File: config.mk
export PLATFORM = sky130hd
export DESIGN_NAME = fare_settlement
export DESIGN_NICKNAME = d
export VERILOG_FILES = /design/src/rtl/taxi_pkg.sv /design/src/rtl/receipt_fifo.sv /design/src/rtl/fare_settlement.sv
export SDC_FILE = /design/constraint.sdc
export NUM_CORES = 1
export LEC_CHECK = 0
export ABC_CLOCK_PERIOD_IN_PS = 4600
export CORE_MARGIN = 1
export CORE_UTILIZATION = 52
export CTS_CLUSTER_SIZE = 12
export DETAILED_ROUTE_END_ITERATION = 7
export GPL_TIMING_DRIVEN = 1
export PLACE_DENSITY_LB_ADDON = 0.12
export SLEW_MARGIN = 25
export SYNTH_ARGS = -nofsm -noshare
export SYNTH_HDL_FRONTEND = slang
export SYNTH_HIERARCHICAL = 1
export SYNTH_SLANG_ARGS = --single-unit
File: constraint.sdc
create_clock -name clock_i -period 4.6 [get_ports clock_i]
set_input_delay 0.46 -clock clock_i [delete_from_list [all_inputs] [get_ports clock_i]]
set_output_delay 0.46 -clock clock_i [all_outputs]
set_load 0.03 [all_outputs]
File: src/rtl/taxi_pkg.sv
// Shared fare-settlement definitions: meter cost width, fare source encodings
// and the packed receipt record carried through the receipt FIFO.
package taxi_pkg;

  localparam int COST_W  = 14;
  localparam int NUM_SRC = 5;

  localparam logic [2:0] SRC_SEAT0 = 3'd0;
  localparam logic [2:0] SRC_SEAT1 = 3'd1;
  localparam logic [2:0] SRC_SEAT2 = 3'd2;
  localparam logic [2:0] SRC_SEAT3 = 3'd3;
  localparam logic [2:0] SRC_VIP   = 3'd4;

  typedef struct packed {
    logic [2:0]        source;
    logic [COST_W-1:0] amount;
  } receipt_t;

endpackage

File: src/rtl/receipt_fifo.sv
// Small circular receipt FIFO; the head is zeroed while empty so the
// downstream data lines read 0 whenever nothing is queued.
module receipt_fifo
  import taxi_pkg::*;
#(
  parameter int  DEPTH = 4,
  parameter type T     = receipt_t
) (
  input  logic                   clock_i,
  input  logic                   reset_n_i,
  input  logic                   push_i,
  input  T                       push_data_i,
  input  logic                   pop_i,
  output T                       head_o,
  output logic                   full_o,
  output logic                   empty_o,
  output logic [$clog2(DEPTH):0] count_o
);

  localparam int AW = $clog2(DEPTH);

  T              mem_q [DEPTH];
  logic [AW-1:0] wr_ptr_q, wr_ptr_d;
  logic [AW-1:0] rd_ptr_q, rd_ptr_d;
  logic [AW:0]   count_q, count_d;
  logic          do_push;
  logic          do_pop;

  assign empty_o = (count_q == '0);
  assign full_o  = (count_q == (AW+1)'(DEPTH));
  assign count_o = count_q;
  assign do_pop  = pop_i && !empty_o;
  // A full FIFO still accepts a push when the head leaves on the same edge.
  assign do_push = push_i && (!full_o || do_pop);
  assign head_o  = empty_o ? '0 : mem_q[rd_ptr_q];

  always_comb begin
    wr_ptr_d = wr_ptr_q;
    rd_ptr_d = rd_ptr_q;
    count_d  = count_q;
    if (do_push) wr_ptr_d = wr_ptr_q + AW'(1);
    if (do_pop)  rd_ptr_d = rd_ptr_q + AW'(1);
    case ({do_push, do_pop})
      2'b10:   count_d = count_q + (AW+1)'(1);
      2'b01:   count_d = count_q - (AW+1)'(1);
      default: count_d = count_q;
    endcase
  end

  always_ff @(posedge clock_i) begin
    if (!reset_n_i) begin
      wr_ptr_q <= '0;
      rd_ptr_q <= '0;
      count_q  <= '0;
    end else begin
      wr_ptr_q <= wr_ptr_d;
      rd_ptr_q <= rd_ptr_d;
      count_q  <= count_d;
    end
  end

  always_ff @(posedge clock_i) begin
    if (do_push) mem_q[wr_ptr_q] <= push_data_i;
  end

endmodule

File: src/rtl/fare_settlement.sv
// Captures the final fare of each finished ride (seats 0-3, VIP), queues one
// receipt per ride for the display/printer and keeps the shift totals.
module fare_settlement
  import taxi_pkg::*;
#(
  parameter int DEPTH   = 4,
  parameter int TOTAL_W = 16
) (
  input  logic               clock_i,
  input  logic               reset_n_i,
  input  logic               seat_0_i,
  input  logic               seat_1_i,
  input  logic               seat_2_i,
  input  logic               seat_3_i,
  input  logic               vip_enable_i,
  input  logic [COST_W-1:0]  s0cost_i,
  input  logic [COST_W-1:0]  s1cost_i,
  input  logic [COST_W-1:0]  s2cost_i,
  input  logic [COST_W-1:0]  s3cost_i,
  input  logic [COST_W-1:0]  vip_cost_i,
  output logic               receipt_valid_o,
  input  logic               receipt_ready_i,
  output logic [2:0]         receipt_source_o,
  output logic [COST_W-1:0]  receipt_amount_o,
  output logic [TOTAL_W-1:0] settled_total_o,
  output logic [7:0]         receipt_count_o,
  output logic               overrun_o
);

  logic [3:0]         seat_now;
  logic [COST_W-1:0]  cost_now [NUM_SRC];
  logic [3:0]         seat_q;
  logic               vip_q;
  logic [NUM_SRC-1:0] event_w;

  logic [NUM_SRC-1:0] pend_q, pend_d;
  logic [COST_W-1:0]  amt_q [NUM_SRC];
  logic [COST_W-1:0]  amt_d [NUM_SRC];
  logic               ovr_q, ovr_d;

  logic [NUM_SRC-1:0] grant_oh;
  logic [2:0]         grant_src;
  logic               push;
  logic               pop;
  receipt_t           push_data;
  receipt_t           head;
  logic               fifo_full;
  logic               fifo_empty;
  logic [$clog2(DEPTH):0] fifo_count;

  logic [TOTAL_W-1:0] total_q, total_d;
  logic [7:0]         cnt_q, cnt_d;
  logic [TOTAL_W:0]   sum_w;

  assign seat_now    = {seat_3_i, seat_2_i, seat_1_i, seat_0_i};
  assign cost_now[0] = s0cost_i;
  assign cost_now[1] = s1cost_i;
  assign cost_now[2] = s2cost_i;
  assign cost_now[3] = s3cost_i;
  assign cost_now[4] = vip_cost_i;

  // Edge-detect copies load unconditionally, including under reset, so a ride
  // in progress across reset never looks like a fresh falling edge.
  always_ff @(posedge clock_i) begin
    seat_q <= seat_now;
    vip_q  <= vip_enable_i;
  end

  always_comb begin
    event_w = '0;
    for (int i = 0; i < 4; i++) begin
      event_w[i] = seat_q[i] && !seat_now[i] && !vip_enable_i && !vip_q &&
                   (cost_now[i] != '0);
    end
    event_w[SRC_VIP] = vip_q && !vip_enable_i && (cost_now[SRC_VIP] != '0);
  end

  assign pop = !fifo_empty && receipt_ready_i;

  // VIP first, then seat 0..3; the downward scan lets the lowest seat win.
  always_comb begin
    grant_oh  = '0;
    grant_src = SRC_VIP;
    if (!fifo_full || pop) begin
      if (pend_q[SRC_VIP]) begin
        grant_oh[SRC_VIP] = 1'b1;
      end else begin
        for (int i = 3; i >= 0; i--) begin
          if (pend_q[i]) begin
            grant_oh    = '0;
            grant_oh[i] = 1'b1;
            grant_src   = 3'(i);
          end
        end
      end
    end
  end

  assign push      = |grant_oh;
  assign push_data = '{source: grant_src, amount: amt_q[grant_src]};

  always_comb begin
    pend_d = pend_q;
    amt_d  = amt_q;
    ovr_d  = ovr_q;
    for (int s = 0; s < NUM_SRC; s++) begin
      if (grant_oh[s]) pend_d[s] = 1'b0;
      if (event_w[s]) begin
        if (pend_q[s] && !grant_oh[s]) begin
          ovr_d = 1'b1;
        end else begin
          pend_d[s] = 1'b1;
          amt_d[s]  = cost_now[s];
        end
      end
    end
  end

  always_ff @(posedge clock_i) begin
    if (!reset_n_i) begin
      pend_q <= '0;
      amt_q  <= '{default: '0};
      ovr_q  <= 1'b0;
    end else begin
      pend_q <= pend_d;
      amt_q  <= amt_d;
      ovr_q  <= ovr_d;
    end
  end

  receipt_fifo #(
    .DEPTH (DEPTH),
    .T     (receipt_t)
  ) u_fifo (
    .clock_i     (clock_i),
    .reset_n_i   (reset_n_i),
    .push_i      (push),
    .push_data_i (push_data),
    .pop_i       (pop),
    .head_o      (head),
    .full_o      (fifo_full),
    .empty_o     (fifo_empty),
    .count_o     (fifo_count)
  );

  assign sum_w = {1'b0, total_q} + {{(TOTAL_W+1-COST_W){1'b0}}, head.amount};

  always_comb begin
    total_d = total_q;
    cnt_d   = cnt_q;
    if (pop) begin
      total_d = sum_w[TOTAL_W] ? '1 : sum_w[TOTAL_W-1:0];
      cnt_d   = cnt_q + 8'd1;
    end
  end

  always_ff @(posedge clock_i) begin
    if (!reset_n_i) begin
      total_q <= '0;
      cnt_q   <= '0;
    end else begin
      total_q <= total_d;
      cnt_q   <= cnt_d;
    end
  end

  assign receipt_valid_o  = (fifo_count != '0);
  assign receipt_source_o = head.source;
  assign receipt_amount_o = head.amount;
  assign settled_total_o  = total_q;
  assign receipt_count_o  = cnt_q;
  assign overrun_o        = ovr_q;

endmodule

Word-level counts from Yosys, hierarchy flattened --
Memory sizes are Yosys's and may differ from the RTL's. A register that Yosys moved wholly into a read port is not among the register bits. Index checks and enable logic that the tools add are counted.
Storage, ports and cells: bits in registers 112, RAM bits 68, input port bits 78, output and inout port bits 43, word-level logic and storage cells 134, memories 1
Memories:
- u_fifo.mem_q | depth 4, bits a word 17, rd ports 1, clocked after Yosys merged registers in 1, wr ports 1, line receipt_fifo.sv:22 | T mem_q [DEPTH];
Cells by class: $add $sub $neg 6, $lt $le $gt $ge 1, eq/ne operators 3, muxes and demuxes 48, bitwise logic cells 6, reductions and logical operators 55
Operators by type and width (count):
- nonzero test 14 bit | 5
- binary-select mux 14 bit (select 3 bit) | 1
- two-way mux 1 bit | 28
- two-way mux 14 bit | 2
- logical AND 1 bit | 26
- two-way mux 5 bit | 4
- two-way mux 3 bit | 6
- adder 16 x 14 -> 17 bit | 1
- two-way mux 17 bit | 1
- two-way mux 16 bit | 1
- logical NOT 1 bit | 13
- AND reduction 2 bit | 5
- adder 8 x 1 -> 8 bit (second input constant) | 1
- two-way mux 4 bit | 2
- case mux 3 bit (2 select lines) | 1
- inverter 1 bit | 5
- OR reduction 5 bit | 1
- adder 2 x 1 -> 2 bit (second input constant) | 2
- greater-or-equal comparator 4 bit (second input constant) | 1
- two-way mux 2 bit | 2
- inverter 3 -> 4 bit | 1
- adder 3 x 1 -> 3 bit (second input constant) | 1
- equality test 3 bit (second input constant) | 1
- logical NOT 3 bit | 1
- 6 further kinds | 7

Longest topological paths before layout --
depth after elaboration 18, gate-level depth with buffers 15, gate-level depth less buffers 11

Modules after synthesis --
Netlist, hierarchy kept.
By module, submodules not included:
- fare_settlement | instances 1, cells each 575, area an instance 5280.1 µm², sequential area each 2102.0 µm²
- receipt_fifo | instances 1, cells each 175, area an instance 3194.3 µm², sequential area each 2222.1 µm²

Least setup slack after synthesis --
OpenSTA, ideal clock, no wires.
path kind reg2reg, start point register with a tool-made name, end point register total_q[10], in the netlist settled_total_o[10], setup time 0.140 ns, arrival time 3.165 ns, required time 4.460 ns, path slack 1.295 ns, stages on the path, launching flop included 12, buffers on the path 1, period minus slack after synthesis 3.305 ns, cell sequence dfxtp_1 > buf_6 > mux4_1 > and2b_1 > ha_1 > fa_1 > a211oi_1 > nor3_1 > o211ai_1 > o22ai_1 > nor2_1 > a21oi_1
RTL lines:
- to (signal assigned) | line fare_settlement.sv:162 | total_q <= total_d;
- to (decl) | line fare_settlement.sv:51 | logic [TOTAL_W-1:0] total_q, total_d;

==> results.yml <==
pwr:
  cellPowerDensity_nw_per_um2: 330.4
  netSwitchingFraction: 0.2374
  ir_worst_vdd_mv: 0.3042
  share_clk_of_total_power: 0.387
  share_comb_of_total_power: 0.100
  net-switching-power_w: 0.0008089
  seq_power_share: 0.513
  power.internal_w: 0.002598
  power_leakage_nw: 4.367
sta:
  timing_max_transition_violations_final: 0
  setup_violations: 0
  postLayoutSetupSlackWorst_ns: 0.6999
  final-hold-violation-count: 0
  grt_setup_unrepaired: "no"
  max_freq_ghz: 0.2564
  tightestPinTransition_ns: 0.9572
  slew_headroom: 0.3619
  final_period_minus_worst_setup_slack_ns: 3.900
  finClkSkew_ns: 0.007276
  tns_ns: 0
  fin_crit_sh: 0.8478
yosys:
  synth_fp_nets: 849
  synth_sequential_area_ratio: 0.5103
  yosys_warnings: 6
  synth_flop_cell: "sky130_fd_sc_hd__dfxtp_1"
  post_synth_inst_count: 750
  async_flop_share: 0
  ys_seq_elements: 182
  netlist_cell_types: 59
  post_synthesis_area_per_instance_um2: 11.30
  netlist_area_um2: 8474
  synth-edff-count: 68
floorplan:
  boundaryPins: 121
  horiz_die_dim_um: 129.7
  core_region_area_um2: 15890
  floorplan.die_area_um2: 16810
  dieHeight_um: 129.7
  start_util: 0.5335
  fp-row-count: 46
final_layout:
  nFillCells: 1240
  flow.area_growth_from_synthesis_pct: 21.67
  n_antenna_cell: 0
  fraction_of_final_layout_cells_sized_beyond_drive_strength_1: 0.08430
  finalNetCount: 953
  layout_common_cells: "120 x sky130_fd_sc_hd__clkdlybuf4s50_1, 114 x sky130_fd_sc_hd__dfxtp_1, 110 x sky130_fd_sc_hd__mux2i_1, 96 x sky130_fd_sc_hd__nor2_1, 68 x sky130_fd_sc_hd__edfxtp_1"
  mostFrequentLayoutCell: "sky130_fd_sc_hd__clkdlybuf4s50_1"
  layout.cells.non_filler: 1082
clocking:
  htree_num_levels: 4
  root_buffer: "sky130_fd_sc_hd__clkbuf_16"
  clock_insertion_delay_worst_skew_ns: 0.42
  postCtsResizedCells: 0
  clock_path_buffers: 2
  post_cts.repair.setup_buffers: 0
  tritoncts: "yes"
  cts.reportedPaths.clkPinSlew_ns: 0.07
  cts_inserted_buffers: 17
  clock_sinks: 182
  cts_hold_buf: 0
detailed_routing:
  detail-route-antenna-nets: 0
  route.detailed.vias_per_inst: 5.655
  remaining_drc_errors: 0
  drt_first_iter_violations: 363
  dr.pass1.iters: 5
  wire_per_inst_um: 18.66
  routed_wl_mm: 20.19
  route.vias.total: 6119
job:
  max_cap_violations: 0
global_route:
  via_count_of_the_first_global_routing_pass: 6106
  global_route.usage.total: 0.2557
  grt_antenna_before_repair: 0
  pin_count_of_the_biggest_net_entering_global_routing: 76
  wire_length_of_the_first_global_routing_pass_mm: 32.33
  globalRouteOverflowTotal: 0
setup_path:
  worst_path_class_setup: "reg -> reg"
  startpoint_type: "flop"
  critical_path_required_ns: 4.96
  end_kind: "flop"
  path_max_fanout: 15
  arrival_ns: 4.26
place:
  placement.io_buffers: 120
  detailedPlacementHpwl_mm: 15.12
  gp_congestion: 0.8648
  placedCellCount: 1051
  dpl_worst_slack_ns: 0.8077
status:
  outcome: "finished, final reports clean"
hold_path:
  hold_path_startpoint: "overrun_o"
  timing.hold.worst.class: "reg -> reg"
## synthesized netlist by cell type, drive strengths merged (2+ instances only)
cell	n	area [µm²]
mux4	17	409.2
o211ai	6	45.04
buf	22	150.2
a211oi	4	30.03
or3	7	43.79
xnor2	6	52.55
o2111ai	3	26.28
clkbuf	21	78.83
nor4	15	93.84
inv	17	63.81
and4b	2	20.02
o22ai	2	12.51
nor2	97	366.6
nand4	12	75.07
mux2	14	157.7
fa	2	40.04
a21o	7	52.55
nor2b	12	90.09
o21bai	2	15.01
nor3	6	35.03
mux2i	110	1101
nand2b	7	51.30
nand3	4	20.02
o31ai	2	15.01
a31oi	6	37.54
o21a	3	22.52
nand2	31	116.4
xor2	12	105.1
and2b	5	37.54
edfxtp	68	2042
and2	7	43.79
dfxtp	114	2282
o21ai	31	155.2
a21oi	37	185.2
ha	19	237.7
nand4b	3	26.28
and3	4	25.02
## layout make-up
class                           count  area (µm²)  share of cell area
Sequential cell                   182        4324              0.4194
Inverter                           18       68.82            0.006674
Tap cell                          216       270.3             0.02621
Clock buffer                       19       452.9             0.04393
Clock inverter                     12       80.08            0.007766
Timing Repair Buffer              128        1261              0.1223
Multi-Input combinational cell    507        3854              0.3737
## worst paths after layout
| kind | cells past startpoint | end | slack [ns] |
|---|---|---|---|
| max reg2reg | 10 | settled_total_o[2] | 0.70 |
| min reg2reg | 1 | overrun_o | 0.49 |
| min | 1 | overrun_o | 0.49 |
| max | 10 | settled_total_o[2] | 0.70 |
## flip-flops by register name, indices dropped and copies added (netlist names), named ones only
| name | flops |
|---|---|
| u_fifo/rd_ptr_q | 2 |
| u_fifo/count_o | 3 |
| pend_q | 5 |
| amt_q | 70 |
| seat_q | 4 |
| settled_total_o | 16 |
| overrun_o | 1 |
| u_fifo/mem_q | 68 |
| u_fifo/wr_ptr_q | 2 |
| vip_q | 1 |
| receipt_count_o | 8 |
## critical path: stages (launching register included)
cell and delay, ns:
sky130_fd_sc_hd__dfxtp_1 0.39, sky130_fd_sc_hd__buf_4 0.32, sky130_fd_sc_hd__mux4_1 0.62, sky130_fd_sc_hd__and2b_1 0.20, sky130_fd_sc_hd__ha_1 0.37, sky130_fd_sc_hd__o21ai_0 0.17, sky130_fd_sc_hd__nor3_1 0.37, sky130_fd_sc_hd__o211ai_1 0.17
sky130_fd_sc_hd__o22ai_1 0.63, sky130_fd_sc_hd__nor2_1 0.38, sky130_fd_sc_hd__a21oi_1 0.22
## cell families after synthesis
| family | Yosys count | share of synthesized area |
|---|---|---|
| XOR/XNOR | 18 | 0.01860 |
| AO/OA/AOI/OAI | 111 | 0.07958 |
| multiplexers | 141 | 0.1968 |
| adder cells (fa/ha/maj) | 21 | 0.03278 |
| buffers and inverters | 61 | 0.03514 |
| AND/OR/NAND/NOR | 216 | 0.1268 |
| flip-flops | 182 | 0.5103 |
## layer usage
| metal | track usage | up-vias | part of all wire |
|---|---|---|---|
| met1 | 0.3188 | 2976 | 0.44 |
| li1 | - | 2945 | - |
| met4 | 0.09234 | 0 | 0.018 |
| met2 | 0.4523 | 176 | 0.51 |
| met5 | 0 | - | 0 |
| met3 | 0.03551 | 22 | 0.031 |
## stage by stage
stage                     cell area, µm²  power (W)  hold slack (ns)    util
final                              10310   0.003407           0.4915  0.6491
after global routing               10310   0.003528           0.5005  0.6491
after CTS                          10310   0.003431           0.4949  0.6490
after detailed placement            9777   0.002122           0.4847  0.6155
after global placement              9777   0.002110           0.4658  0.6155
after floorplan                     8474   0.001966           0.4576       -
## power groups by stage
stage | combinational (W) | clock (W) | sequential [W]
3_3_place_gp | 0.000330 | 0 | 0.00178
2_1_floorplan | 0.000186 | 0 | 0.00178
3_5_place_dp | 0.000340 | 0 | 0.00178
6_report | 0.000341 | 0.00132 | 0.00175
5_1_grt | 0.000367 | 0.00141 | 0.00175
4_1_cts | 0.000342 | 0.00134 | 0.00175
Note: power is estimated with default switching activity, not from simulation.
